`src/rtl/joy_dir_filter.sv`:
```
// Multi-player joystick conditioner: input synchroniser, per-bit debounce,
// runtime direction restriction (pass / 4-way last / 4-way first / SOCD)
// and per-player autofire. All outputs are registered.
module joy_dir_filter #(
  parameter int NUM_PLAYERS = 2,
  parameter int DEB_CYCLES  = 0,
  parameter int AF_DIV      = 4
) (
  input  logic                     clk,
  input  logic                     reset_n,
  input  logic [1:0]               mode,
  input  logic [5*NUM_PLAYERS-1:0] din,
  input  logic [NUM_PLAYERS-1:0]   autofire_en,
  input  logic                     af_tick,
  output logic [5*NUM_PLAYERS-1:0] dout
);

  localparam int         W          = 5 * NUM_PLAYERS;
  localparam int         AFW        = (AF_DIV > 1) ? $clog2(AF_DIV) : 1;
  localparam logic [1:0] MODE_PASS  = 2'd0;
  localparam logic [1:0] MODE_LAST  = 2'd1;
  localparam logic [1:0] MODE_FIRST = 2'd2;
  localparam logic [1:0] MODE_SOCD  = 2'd3;

  // One-hot of the highest-priority set direction (up > down > left > right).
  function automatic logic [3:0] pri_dir(input logic [3:0] x);
    logic [3:0] r;
    if (x[3])      r = 4'b1000;
    else if (x[2]) r = 4'b0100;
    else if (x[1]) r = 4'b0010;
    else if (x[0]) r = 4'b0001;
    else           r = 4'b0000;
    return r;
  endfunction

  logic [W-1:0] s1_r;
  logic [W-1:0] db_r;
  logic [1:0]   mode_q_r;
  logic         mode_chg_s;

  // First synchroniser stage for every raw control bit.
  always_ff @(posedge clk or negedge reset_n) begin
    if (!reset_n) s1_r <= '0;
    else          s1_r <= din;
  end

  generate
    if (DEB_CYCLES <= 1) begin : g_nodeb
      // Without debounce the second stage is a plain register.
      always_ff @(posedge clk or negedge reset_n) begin
        if (!reset_n) db_r <= '0;
        else          db_r <= s1_r;
      end
    end else begin : g_deb
      localparam int CW = $clog2(DEB_CYCLES + 1);
      for (genvar b = 0; b < W; b++) begin : g_bit
        logic [CW-1:0] cnt_r;
        logic          db_bit_r;
        assign db_r[b] = db_bit_r;
        // Accept a new level only after it has differed from db for DEB_CYCLES edges.
        always_ff @(posedge clk or negedge reset_n) begin
          if (!reset_n) begin
            cnt_r    <= '0;
            db_bit_r <= 1'b0;
          end else if (s1_r[b] == db_bit_r) begin
            cnt_r <= '0;
          end else if (cnt_r == CW'(DEB_CYCLES - 1)) begin
            db_bit_r <= s1_r[b];
            cnt_r    <= '0;
          end else begin
            cnt_r <= cnt_r + 1'b1;
          end
        end
      end
    end
  endgenerate

  // Remember the previous mode so a mode switch can release every held mask.
  always_ff @(posedge clk or negedge reset_n) begin
    if (!reset_n) mode_q_r <= 2'd0;
    else          mode_q_r <= mode;
  end

  assign mode_chg_s = (mode != mode_q_r);

  generate
    for (genvar p = 0; p < NUM_PLAYERS; p++) begin : g_pl
      logic [3:0]     d_s;
      logic [3:0]     dq_r;
      logic [3:0]     newp_s;
      logic [3:0]     mask_r;
      logic [3:0]     mask_eff_s;
      logic [3:0]     mask_nx_s;
      logic [3:0]     dir_s;
      logic           fire_db_s;
      logic           fire_s;
      logic           af_phase_r;
      logic [AFW-1:0] af_cnt_r;
      logic [4:0]     out_r;

      assign d_s       = db_r[5*p +: 4];
      assign fire_db_s = db_r[5*p + 4];
      assign newp_s    = d_s & ~dq_r;
      assign dout[5*p +: 5] = out_r;

      // Direction restriction: choose the allowed-direction mask for this update.
      always_comb begin
        mask_eff_s = mode_chg_s ? 4'b1111 : mask_r;
        mask_nx_s  = 4'b1111;
        dir_s      = d_s;
        case (mode)
          MODE_LAST, MODE_FIRST: begin
            if (((d_s & mask_eff_s) == 4'b0000) || (mask_eff_s == 4'b1111)) begin
              if (d_s != 4'b0000) mask_nx_s = pri_dir(d_s);
              else                mask_nx_s = 4'b1111;
            end else if ((mode == MODE_LAST) && (newp_s != 4'b0000)) begin
              mask_nx_s = pri_dir(newp_s);
            end else begin
              mask_nx_s = mask_eff_s;
            end
            dir_s = d_s & mask_nx_s;
          end
          MODE_SOCD: begin
            mask_nx_s  = 4'b1111;
            dir_s[3:2] = (d_s[3] && d_s[2]) ? 2'b00 : d_s[3:2];
            dir_s[1:0] = (d_s[1] && d_s[0]) ? 2'b00 : d_s[1:0];
          end
          MODE_PASS: begin
            mask_nx_s = 4'b1111;
            dir_s     = d_s;
          end
          default: begin
            mask_nx_s = 4'b1111;
            dir_s     = d_s;
          end
        endcase
      end

      // Previous debounced directions and the held mask.
      always_ff @(posedge clk or negedge reset_n) begin
        if (!reset_n) begin
          dq_r   <= 4'b0000;
          mask_r <= 4'b1111;
        end else begin
          dq_r   <= d_s;
          mask_r <= mask_nx_s;
        end
      end

      // Autofire timebase: phase starts high on press, toggles every AF_DIV ticks.
      always_ff @(posedge clk or negedge reset_n) begin
        if (!reset_n) begin
          af_cnt_r   <= '0;
          af_phase_r <= 1'b1;
        end else if (!fire_db_s || !autofire_en[p]) begin
          af_cnt_r   <= '0;
          af_phase_r <= 1'b1;
        end else if (af_tick) begin
          if (af_cnt_r == AFW'(AF_DIV - 1)) begin
            af_cnt_r   <= '0;
            af_phase_r <= ~af_phase_r;
          end else begin
            af_cnt_r <= af_cnt_r + 1'b1;
          end
        end
      end

      assign fire_s = fire_db_s & (autofire_en[p] ? af_phase_r : 1'b1);

      // Registered player output.
      always_ff @(posedge clk or negedge reset_n) begin
        if (!reset_n) out_r <= 5'b00000;
        else          out_r <= {fire_s, dir_s};
      end
    end
  endgenerate

endmodule

```
`config.mk`:
```
export PLATFORM = sky130hd
export DESIGN_NAME = joy_dir_filter
export DESIGN_NICKNAME = d
export VERILOG_FILES = /design/src/rtl/joy_dir_filter.sv
export SDC_FILE = /design/constraint.sdc
export NUM_CORES = 1
export LEC_CHECK = 0
export CAP_MARGIN = 25
export CORE_ASPECT_RATIO = 1.1
export CORE_MARGIN = 1
export CORE_UTILIZATION = 49
export DETAILED_ROUTE_END_ITERATION = 16
export PLACE_DENSITY = 0.74
export RECOVER_POWER = 50
export SYNTH_ARGS = -nofsm -noshare
export SYNTH_HDL_FRONTEND = slang
export SYNTH_SLANG_ARGS = --single-unit
export TNS_END_PERCENT = 20
```
`constraint.sdc`:
```
create_clock -name clk -period 1.8 [get_ports clk]
set_input_delay 0.27 -clock clk [delete_from_list [all_inputs] [get_ports clk]]
set_output_delay 0.27 -clock clk [all_outputs]
set_load 0.005 [all_outputs]
```
Yosys cells after proc, flatten, opt, wreduce, memory -nomap -nowiden
Index checks and enable logic that the tools add are counted.
{"block": "totals", "regBits": 54, "latch_bits": 0, "ramBits": 0, "mem_bits_ro": 0, "inputBits": 17, "out_inout_bits": 10, "wordCells": 112, "n_memories": 0}
{"block": "op_classes", "n_addsub": 2, "n_mul": 0, "n_div": 0, "magnitude_cmp": 0, "eq_ne": 8, "shifts": 0, "muxes": 48, "bitwise_logic": 12, "reduce_logical": 29}
{"operator": "$mux W4", "count": 14}
{"operator": "$mux W2", "count": 14}
{"operator": "$and A4 B4 Y4", "count": 6}
{"operator": "$pmux W4 S3", "count": 2}
{"operator": "$pmux W4 S2", "count": 2}
{"operator": "$reduce_bool A4 Y1", "count": 4}
{"operator": "$mux W1", "count": 12}
{"operator": "$mux W3", "count": 4}
{"operator": "$eq A2 B2 Y1 const B", "count": 4}
{"operator": "$eq A4 B4 Y1 const B", "count": 2}
{"operator": "$logic_not A4 Y1", "count": 2}
{"operator": "$not A4 Y4", "count": 2}
{"operator": "$reduce_bool A2 Y1", "count": 4}
{"operator": "$logic_and A1 B1 Y1", "count": 6}
{"operator": "$add A2 B1 Y2 const B", "count": 2}
{"operator": "$logic_not A1 Y1", "count": 4}
{"operator": "$logic_or A1 B1 Y1", "count": 4}
{"operator": "$reduce_and A2 Y1", "count": 2}
{"operator": "$reduce_or A2 Y1", "count": 2}
{"operator": "$and A1 B1 Y1", "count": 2}
{"operator": "$eq A2 B1 Y1 const B", "count": 1}
{"operator": "$logic_not A2 Y1", "count": 1}
{"operator": "$ne A2 B2 Y1", "count": 1}
{"operator": "$not A1 Y1", "count": 2}

Logic depth before layout (Yosys ltp)
{"block": "depth", "ltp_word": 11, "ltp_mapped": 7, "depth_no_buf": 7}

Worst setup path before layout
No wires, ideal clock.
{"block": "synth_path", "path_type": "reg2reg", "startpoint": "reg mode_q_r[1]", "endpoint": "reg g_pl[0].out_r[0]", "setup_time_ns": 0.082, "arrival_time_ns": 1.723, "t_required_ns": 1.718, "path_slack_ns": -0.005, "path_stages_with_launch": 6, "path_buffers": 0, "period_less_slack_ns": 1.805, "cell_sequence": "dfrtp_1 xor2_1 o31ai_1 a41oi_2 or4_1 a31oi_1"}
{"block": "synth_between", "elab_chain_cells": 9, "word_cells_on_any_way": 11, "classes_between": "eq/ne: 2; mux: 5; bitwise: 2; reduce/logical: 2"}
{"item": "start: declaration", "line_no": "38", "source": "logic [1:0] mode_q_r;"}
{"item": "start signal: assignment", "line_no": "81", "source": "else mode_q_r <= mode;"}
{"item": "$ne A2 B2 Y1 *", "line_no": "84", "source": "assign mode_chg_s = (mode != mode_q_r);"}
{"item": "$mux W4 *", "line_no": "108", "source": "mask_eff_s = mode_chg_s ? 4'b1111 : mask_r;"}
{"item": "$and A4 B4 Y4", "line_no": "113", "source": "if (((d_s & mask_eff_s) == 4'b0000) || (mask_eff_s == 4'b1111)) begin"}
{"item": "$logic_not A4 Y1", "line_no": "113"}
{"item": "$logic_or A1 B1 Y1", "line_no": "113"}
{"item": "$mux W4 *", "line_no": "113"}
{"item": "$mux W4 *", "line_no": "111", "source": "case (mode)"}
{"item": "$and A4 B4 Y4 *", "line_no": "121", "source": "dir_s = d_s & mask_nx_s;"}
{"item": "$pmux W4 S3 *", "line_no": "111"}
{"item": "net g_pl[0].dir_s[0]", "line_no": "94", "source": "logic [3:0] dir_s;"}
{"item": "end signal: assignment", "line_no": "173", "source": "else out_r <= {fire_s, dir_s};"}
{"item": "end: declaration", "line_no": "99", "source": "logic [4:0] out_r;"}
The timed path passes the listed nets; every way through them passes the cells marked *. The select of a mux whose other input is x is not followed.
A chain may end at the register's enable or synchronous reset.

Final worst setup path
{"block": "layout_path", "startpoint": "reg mode_q_r[0]", "endpoint": "reg g_pl[0].out_r[0]"}
Same word-level chain as after synthesis.

==> impl_metrics.env <==
export IMPL_grt_overflow_total=0
export IMPL_postRouteAntennaNets=0
export IMPL_synth_flop_cell="dfrtp_1"
export IMPL_final_layout_size_suffix_gt1_share_pct=23.62
export IMPL_path_buf_inv=0
export IMPL_drcViolationCount=0
export IMPL_clkLatencyLatePin_ns=0.30
export IMPL_crit_type="register to register"
export IMPL_clk_pin_slew_ns=0.10
export IMPL_post_route_period_util_pct=100.3
export IMPL_synth_common_cells="44 x dfrtp_1, 15 x nor2_1, 14 x nand2_1"
export IMPL_hold_violations=0
export IMPL_start_util_pct=51.45
export IMPL_violations="setup timing"
export IMPL_yosysTopAreaCellShare_pct=49.22
export IMPL_clock_sinks=54
export IMPL_area_delta_synth_final_pct=32.66
export IMPL_dp_hpwl_um=3228
export IMPL_regArea_mm2=0.001364
export IMPL_ys_seq_elements=54
export IMPL_layout_min_cycle_time_ns=1.805
export IMPL_synth_edf_count=0
export IMPL_first_global_vias=1686
export IMPL_cts_max_path_buffers=2
export IMPL_critical_path_slowest_cell="dfrtp_1"
export IMPL_dr_pass1_iters=4
export IMPL_slew_headroom_pct=75.15
export IMPL_nFillCells=349
export IMPL_crit_chain="xor2_4 -> o31ai_2 -> a41oi_2 -> or4_4 -> a31oi_2"
export IMPL_fin_skew_ns=0.005021
export IMPL_synth_area_top_cells="dfrtp_1 49%, dfstp_2 12%, ha_1 2.8%"
export IMPL_crit_cells=5
export IMPL_place_congestion=0.9110
export IMPL_path_max_fanout=6
export IMPL_grt_max_degree=32
export IMPL_outcome="complete, but fails checks"
export IMPL_synth_most_common_cell="dfrtp_1"
export IMPL_dieArea_mm2=0.004840
export IMPL_whs_path_depth=0
export IMPL_port_buffers=26
export IMPL_cts_tree="yes"
export IMPL_yosysWarningCount=0
export IMPL_vias=1682
export IMPL_antenna_cells=0
export IMPL_syn_area_mm2=0.002237
export IMPL_syn_nets=217
export IMPL_worstSetupStartpointType="register"
export IMPL_coreArea_mm2=0.004348
export IMPL_syn_avg_cell_area_um2=11.47
export IMPL_p_leak_nw=1.302
export IMPL_async_reset_ff_share_pct=100.0
export IMPL_antenna_found_initial=0
export IMPL_post_drt_wl_per_cell_um=14.94
export IMPL_root_buffer="clkbuf_8"
export IMPL_fin_util_pct=68.26
export IMPL_hold_class="register to register"
export IMPL_yosys_area_top_type="dfrtp_1"
export IMPL_htree_levels=2
export IMPL_io_pins=27
export IMPL_yosysSeqAreaShare_pct=60.96
export IMPL_rr_worst_depth=5
export IMPL_power_density_mw_per_mm2=882.6
export IMPL_path_delay_family="compound AO/OA/AOI/OAI gates"
export IMPL_die_h_um=72.87
export IMPL_detail_route_vias_per_cell=5.461
export IMPL_synthCells=195
export IMPL_final_nets=275
export IMPL_die_w_um=66.43
export IMPL_grt_first_pass_wirelength_um=7783
export IMPL_peakVddDrop_mv=0.5590
export IMPL_cts_buffers=5
export IMPL_multiInputGateArea_um2=920.9
export IMPL_finalSetupViolations=1
export IMPL_track_usage_pct=21.89
export IMPL_end_kind="register"
export IMPL_slowest_delay_ns=0.45
export IMPL_worstPathRequired_ns=2.03
export IMPL_timing_final_ws_setup_ns=-0.005383
export IMPL_drt_wl_total_um=4602
export IMPL_cp_data_arrival_time_ns=2.04
export IMPL_drv_cap=0
export IMPL_tightest_slew_ns=0.3679
export IMPL_rsz0062_at_grt="true"
export IMPL_row_count=25
export IMPL_timing_fmax_mhz=553.9
export IMPL_drv_slew=0
export IMPL_initialDrtViolationCount=110
export IMPL_whs_ns=0.3552
export IMPL_ys_types=40
[cell families (layout without fill, tap and decap cells)]
| family | Yosys count | count (layout) | share of synthesized area, % |
|---|---|---|---|
| and+or+nand+nor | 68 | 68 | 15.16 |
| DFF | 54 | 54 | 60.96 |
| AOI/OAI and AO/OA | 45 | 45 | 14.15 |
| buffers and inverters | 11 | 70 | 1.846 |
| xor gates and xnor gates | 6 | 6 | 2.349 |
| muxes | 6 | 6 | 2.741 |
| adders and majority gates | 5 | 5 | 2.796 |
[cell type report]
| class | count | area share (%) |
|---|---|---|
| flip-flops and latches | 54 | 45.95 |
| multi-input cells | 130 | 31.03 |
| repair buffers | 55 | 15.94 |
| clock buffers | 5 | 2.319 |
| well taps | 54 | 2.277 |
| clock inverters | 3 | 1.602 |
| inverters | 7 | 0.8853 |
[where the power goes]
part           internal, mW  switching [mW]
logic                 0.217           0.214
registers              1.31          0.0524
clock network         0.424           0.399
[worst paths after layout]
check / from / endpoint / slack [ns]
max: mode_q_r[0]$_DFF_PN0_ / g_pl[0].out_r[0]$_DFF_PN0_ / -0.005
min: s1_r[7]$_DFF_PN0_ / db_r[7]$_DFF_PN0_ / 0.36
max reg2reg: mode_q_r[0]$_DFF_PN0_ / g_pl[0].out_r[0]$_DFF_PN0_ / -0.005
min reg2reg: s1_r[7]$_DFF_PN0_ / db_r[7]$_DFF_PN0_ / 0.36
max in group asynchronous: reset_n / g_pl[1].mask_r[2]$_DFF_PN1_ / 0.97
min in group asynchronous: reset_n / db_r[5]$_DFF_PN0_ / 0.48
[flip-flops by register name (all words and copies together) (netlist names)]
name             count
g_pl.dq_r            8
g_pl.af_phase_r      2
g_pl.af_cnt_r        4
s1_r                10
g_pl.mask_r          8
g_pl.out_r          10
mode_q_r             2
db_r                10
[layout by cell type, fill, tap and decap left out, types with 2 or more instances in the layout]
cell type and instances:
dfrtp_1 44, buf_4 28, nor2_1 15, nand2_1 13, clkdlybuf4s50_1 13, dlygate4sd3_1 11, dfstp_2 10, o21ai_0 9
nand3_1 8, nor2b_1 8, inv_1 7, nor3_1 7, a21oi_1 6, mux2i_1 5, ha_1 5, clkbuf_8 5
o31ai_2 4, nand4_1 4, o21a_1 4, nand2b_1 4, xnor2_1 3, and3_1 3, or3_1 2, o22ai_1 2
a21boi_0 2, o2111a_1 2, inv_6 2, dlygate4sd2_1 2
[routing by layer]
| layer | wire length (µm) | GRT usage [%] | vias up |
|---|---|---|---|
| met5 | 0 | 0 | - |
| li1 | - | - | 811 |
| met3 | 238 | 4.219 | 5 |
| met2 | 2317 | 34.69 | 52 |
| met1 | 1982 | 29.15 | 814 |
| met4 | 63 | 9.929 | 0 |
[per-stage QoR]
step | power [mW] | setup WS (ns) | setup TNS, ns | cells | cell area [µm²]
3_3_place_gp | 1.780 | -0.4011 | -4.831 | 298 | 2748
3_5_place_dp | 1.786 | -0.4498 | -5.934 | 298 | 2748
6_report | 2.620 | -0.005383 | -0.005383 | 308 | 2968
5_1_grt | 2.750 | -0.05596 | -0.1270 | 308 | 2968
2_1_floorplan | 1.561 | -0.005403 | -0.005403 | 195 | 2237
4_1_cts | 2.632 | -0.01222 | -0.01222 | 307 | 2907
[repair_timing]
item | in CTS | in global routing
gates cloned | 0 | 0
hold buffers | 1 | 0
setup buffers | 0 | 1
endpoints found under the hold margin | 44 | 0
resized for setup | 7 | 9
endpoints found under the setup margin | 13 | 5
pin swaps | 2 | 4
Power figures use the tool's default switching activity.
